===== src/rtl/ring_osc_freq_counter.sv =====
`default_nettype none
// ============================================================================
//  Module      : ring_osc_freq_counter
//  Description : Digital frequency reading of the on-chip ring oscillator.
//                The asynchronous oscillator output is synchronized into the
//                clk domain and its rising edges are counted over a window of
//                gate_len clk cycles. The result is held on count until the
//                next completed window.
//  Revision    : 1.0  initial release
// ----------------------------------------------------------------------------
//  Ports
//    clk       in   system clock
//    rst_n     in   synchronous active-low reset
//    osc_in    in   ring-oscillator output, asynchronous to clk
//    start     in   measurement request, honoured only while idle
//    gate_len  in   window length in clk cycles, latched on accepted start
//    count     out  rising edges seen in the last completed window
//    done      out  one-cycle pulse when count/overflow are updated
//    busy      out  high from accepted start until done
//    overflow  out  last window saturated the edge counter
// ============================================================================
module ring_osc_freq_counter #(
  parameter int COUNT_W     = 16,
  parameter int GATE_W      = 16,
  parameter int SYNC_STAGES = 2   // must be 2 or more
) (
  input  logic               clk,
  input  logic               rst_n,
  input  logic               osc_in,
  input  logic               start,
  input  logic [GATE_W-1:0]  gate_len,
  output logic [COUNT_W-1:0] count,
  output logic               done,
  output logic               busy,
  output logic               overflow
);

  typedef enum logic [1:0] {
    IDLE    = 2'd0,
    ARM     = 2'd1,
    MEASURE = 2'd2,
    DONE    = 2'd3
  } state_t;

  state_t state, state_nxt;

  logic [SYNC_STAGES-1:0] sync_q;
  logic                   sync_out;
  logic                   prev;
  logic                   rise;

  logic [GATE_W-1:0]  timer, timer_nxt;
  logic [COUNT_W-1:0] edge_cnt, edge_cnt_nxt;
  logic               sat, sat_nxt;

  // --------------------------------------------------------------------------
  // Input synchronizer and rising-edge detector
  // --------------------------------------------------------------------------
  assign sync_out = sync_q[SYNC_STAGES-1];
  assign rise     = sync_out & ~prev;

  always_ff @(posedge clk) begin
    if (!rst_n) begin
      sync_q <= '0;
      prev   <= 1'b0;
    end else begin
      sync_q <= {sync_q[SYNC_STAGES-2:0], osc_in};
      // prev tracks sync_out every cycle, so in ARM it already holds the
      // level present at window open and no spurious edge is seen there.
      prev   <= sync_out;
    end
  end

  // --------------------------------------------------------------------------
  // Next-state, timer and edge-counter logic
  // --------------------------------------------------------------------------
  always_comb begin
    state_nxt    = state;
    timer_nxt    = timer;
    edge_cnt_nxt = edge_cnt;
    sat_nxt      = sat;

    case (state)
      IDLE: begin
        if (start) begin
          timer_nxt = gate_len;
          state_nxt = ARM;
        end
      end

      ARM: begin
        edge_cnt_nxt = '0;
        sat_nxt      = 1'b0;
        if (timer == '0) begin
          state_nxt = DONE;
        end else begin
          state_nxt = MEASURE;
        end
      end

      MEASURE: begin
        timer_nxt = timer - GATE_W'(1);
        if (rise) begin
          // Saturate rather than wrap; the flag marks that an edge was lost.
          if (&edge_cnt) begin
            sat_nxt = 1'b1;
          end else begin
            edge_cnt_nxt = edge_cnt + COUNT_W'(1);
          end
        end
        if (timer == GATE_W'(1)) begin
          state_nxt = DONE;
        end
      end

      DONE: begin
        state_nxt = IDLE;
      end

      default: begin
        state_nxt = IDLE;
      end
    endcase
  end

  // --------------------------------------------------------------------------
  // State and registered outputs
  // --------------------------------------------------------------------------
  always_ff @(posedge clk) begin
    if (!rst_n) begin
      state    <= IDLE;
      timer    <= '0;
      edge_cnt <= '0;
      sat      <= 1'b0;
      count    <= '0;
      overflow <= 1'b0;
      done     <= 1'b0;
      busy     <= 1'b0;
    end else begin
      state    <= state_nxt;
      timer    <= timer_nxt;
      edge_cnt <= edge_cnt_nxt;
      sat      <= sat_nxt;
      // Outputs are decoded from the next state so they line up with the
      // state register. The result is taken from the next counter value so
      // an edge in the final MEASURE cycle is included.
      done     <= (state_nxt == DONE);
      busy     <= (state_nxt != IDLE);
      if (state_nxt == DONE) begin
        count    <= edge_cnt_nxt;
        overflow <= sat_nxt;
      end
    end
  end

endmodule
`default_nettype wire


===== config.mk =====
export PLATFORM = sky130hd
export DESIGN_NAME = ring_osc_freq_counter
export DESIGN_NICKNAME = d
export VERILOG_FILES = /design/src/rtl/ring_osc_freq_counter.sv
export SDC_FILE = /design/constraint.sdc
export NUM_CORES = 1
export LEC_CHECK = 0
export BUFFER_PORTS_ARGS = -buffer_cell sky130_fd_sc_hd__buf_2
export CAP_MARGIN = 10
export CORE_MARGIN = 5
export CORE_UTILIZATION = 50
export CTS_CLUSTER_SIZE = 14
export DETAILED_ROUTE_END_ITERATION = 8
export HOLD_SLACK_MARGIN = 0.06
export PLACE_DENSITY = 0.78
export SLEW_MARGIN = 40
export SYNTH_ARGS = -nofsm -noshare
export SYNTH_HDL_FRONTEND = slang
export SYNTH_SLANG_ARGS = --single-unit
export TNS_END_PERCENT = 20

===== constraint.sdc =====
create_clock -name clk -period 3.1 [get_ports clk]
set_input_delay 0.155 -clock clk [delete_from_list [all_inputs] [get_ports clk]]
set_output_delay 0.155 -clock clk [all_outputs]
set_load 0.01 [all_outputs]

==> results.json <==
{
  "status": "completed",
  "syn-instance-count": 344,
  "seqPwrFrac_pct": 34.1,
  "die_h_um": 86.2,
  "drive_gt1_share_pct": 19.7,
  "drv_slew": 0,
  "syn_area_mm2": 0.00290,
  "antenna_found_initial": 0,
  "maxCapViolCount": 0,
  "synth-edff-count": 0,
  "gp_congestion": 0.952,
  "async_flop_share_pct": 0,
  "cp-start-kind": "flip-flop",
  "yosys_most_used_dff": "dfxtp_1",
  "fin_crit_sh_pct": 73.7,
  "n_fill_cell": 481,
  "grt_max_degree": 29,
  "antenna-diode-count": 0,
  "p_switching_mw": 1.10,
  "grt_pass1_vias": 2471,
  "worst_path_dominant_cell_family": "compound AO/OA/AOI/OAI gates",
  "p_int_mw": 1.65,
  "hold_viol_final": 0,
  "period_minus_slack_ns": 2.28,
  "cp_common_cell": "inv_1",
  "route.vias.total": 2792,
  "cts_resized": 0,
  "end_kind": "flip-flop",
  "critPathKind": "reg -> reg",
  "wl_per_cell_um": 15.5,
  "drc": 0,
  "slowest_delay_ns": 0.57,
  "clock_path_buffers": 2,
  "combPwrFrac_pct": 38.2,
  "tightest_slew_ns": 0.757,
  "synth-seq-cells": 57,
  "tns_ns": 0,
  "io-pin-count": 39,
  "hold_class": "in -> reg",
  "path_cells": "inv_1 > ha_1 > inv_1 > o31a_2 > and3_1 > a21o_1",
  "row_count": 27,
  "num-nets-final": 407,
  "ant_nets": 0,
  "cts_tree": "built",
  "pwr_density_cell_mw_per_mm2": 813,
  "critical-path-slowest-cell": "o31a_2",
  "cts_root_buf": "clkbuf_8",
  "fin_ws_ns": 0.815,
  "core_area_mm2": 0.00557,
  "wl_um": 7110,
  "crit_required_ns": 3.34,
  "initial_core_util_pct": 52.1,
  "io_buffer_count": 38,
  "peakVddDrop_uv": 481,
  "p_leak_nw": 1.33,
  "cp_max_fo": 24,
  "firstDrtPassIters": 4,
  "clk_latency_ns": 0.34,
  "fmax_mhz": 438,
  "preCtsSetupSlack_ns": 0.717,
  "path_clk_slew_ns": 0.07,
  "cts.sinks": 57,
  "sw_frac_of_total_pct": 40.1,
  "timing.critical_path.buf_inv": 2,
  "finalSetupViolCount": 0,
  "rsz0062_at_grt": "false",
  "slew_headroom_pct": 49.5,
  "syn_area_per_cell_um2": 8.43,
  "syn_nets": 370,
  "grt_pass1_wl_um": 11900,
  "dieArea_mm2": 0.00743,
  "drt-initial-drc-count": 320,
  "yosys.cell_types.count": 58,
  "numCtsBuffers": 9,
  "finalClockSkew_ns": 0.00825,
  "dp_hpwl_um": 4950,
  "grt_util_all_layers_pct": 20.1,
  "power.share.clock_pct": 27.7,
  "grt.overflow.total": 0,
  "ys_seq_area_share_pct": 39.3,
  "die_w_um": 86.2,
  "htree_num_levels": 3,
  "yosysWarningCount": 0,
  "crit_arrival_ns": 2.52,
  "syn2layout_area_growth_pct": 16.5,
  "via_per_inst": 6.10
}
-- cell usage after synthesis (2+ instances only) --
library cell  number  share of area, %
or4_1              2              0.52
dfxtp_1           57                39
mux2_2             3               1.2
nor2b_1            4              0.86
o31a_1             2              0.60
xor2_1             4               1.2
or3_1              2              0.43
o22ai_1            2              0.43
nor4_1             4              0.86
o21ai_0           18               3.1
inv_1             10               1.3
mux2i_1            3               1.0
buf_1              3              0.39
o211ai_1           3              0.78
xnor2_1            4               1.2
a211oi_1           3              0.78
o21a_1             4               1.0
a21o_1             4               1.0
nand3b_1           3              0.78
a41oi_1            3              0.91
nor3_2             2              0.69
nand2_1           28               3.6
nor2_1            32               4.1
a22oi_1            3              0.78
ha_1               6               2.6
o21ai_1            4              0.69
and3_1             4              0.86
o31ai_1           10               2.6
a32o_1             4               1.4
and4b_1            2              0.69
nand4_4            2               1.5
a21oi_1           22               3.8
nand4_1            8               1.7
clkbuf_1          14               1.8
a31oi_1            8               1.7
nor3_1            13               2.2
nand3_1           19               3.3
and2_1             4              0.86
nor4_2             2              0.86
-- worst register-to-register path: stages (launching register included) --
cell and delay [ns]:
dfxtp_1 0.36, inv_1 0.07, ha_1 0.51, inv_1 0.26
o31a_2 0.57, and3_1 0.25, a21o_1 0.14
-- power by group through the flow --
stage / Clock, mW / Combinational, mW / Sequential [mW]
2_1_floorplan: 0 / 0.775 / 0.938
3_3_place_gp: 0 / 1.01 / 0.943
3_5_place_dp: 0 / 1.03 / 0.949
4_1_cts: 0.777 / 1.04 / 0.933
5_1_grt: 0.817 / 1.16 / 0.954
6_report: 0.762 / 1.05 / 0.937
-- layout make-up --
cell class                      instances  area (µm²)  share of cell area [%]
Multi-Input combinational cell        259        1660                    49.0
Sequential cell                        57        1140                    33.8
Timing Repair Buffer                   44         238                    7.03
Clock buffer                            9         124                    3.66
Clock inverter                          7        95.1                    2.81
Tap cell                               72        90.1                    2.66
Inverter                               10        37.5                    1.11
-- logic make-up (layout without fill, tap and decap cells) --
family / count (synthesis) / after routing / synth area share (%)
xor gates and xnor gates: 8 / 8 / 2.41
AOI/OAI and AO/OA: 100 / 100 / 22.9
muxes: 6 / 6 / 2.20
buffers and inverters: 28 / 70 / 3.67
adders and majority gates: 6 / 6 / 2.59
and+or+nand+nor: 139 / 139 / 26.9
DFF: 57 / 57 / 39.3
-- registers in the layout (all words and copies together), names as in the netlist --
| signal | cells |
|---|---|
| overflow | 1 |
| sat | 1 |
| count | 16 |
| prev | 1 |
| state | 2 |
| timer | 16 |
| edge_cnt | 16 |
| busy | 1 |
| sync_q | 2 |
| done | 1 |
-- per-stage QoR --
step	power (mW)	cell area (µm²)	util (%)	std cells	hold slack [ns]
detailed placement	1.97	3150	56.5	441	0.370
CTS	2.75	3380	60.6	458	0.0703
finish	2.75	3380	60.7	458	0.0852
global placement	1.95	3150	56.5	441	0.370
floorplan	1.71	2900	-	344	0.282
global route	2.93	3380	60.7	458	0.127
-- repair_timing --
action	CTS	global route
setup endpoints to repair	0	0
buffers inserted	0	0
endpoints found under the hold margin	1	0
hold buffers	1	0
-- layout by cell type (no fill, tap or decap), types with 5 or more instances in the layout --
cell      count
buf_4         5
nand4_1       8
a21oi_1      22
dfxtp_1      57
o21ai_0      18
nor2_1       32
o31ai_1      10
buf_2        38
a31oi_1       8
clkbuf_8      9
nand3_1      19
nand2_1      28
inv_1        10
ha_1          6
nor3_1       13
-- final timing paths --
check / end / cells after the start / slack (ns) / from
max: count[10] / 6 / 0.82 / state[0]
min: timer[15] / 3 / 0.09 / gate_len[15]
max reg2reg: count[10] / 6 / 0.82 / state[0]
min reg2reg: sync_q[1] / 1 / 0.44 / sync_q[0]
-- metal layers --
metal / track usage, % / vias up / wire, µm
met3: 6.08 / 10 / 657
met1: 28.9 / 1286 / 3320
met2: 27.3 / 131 / 2990
li1: - / 1365 / -
met4: 9.49 / 0 / 142
met5: 0 / - / 0
(Power assumes the default switching activity.)
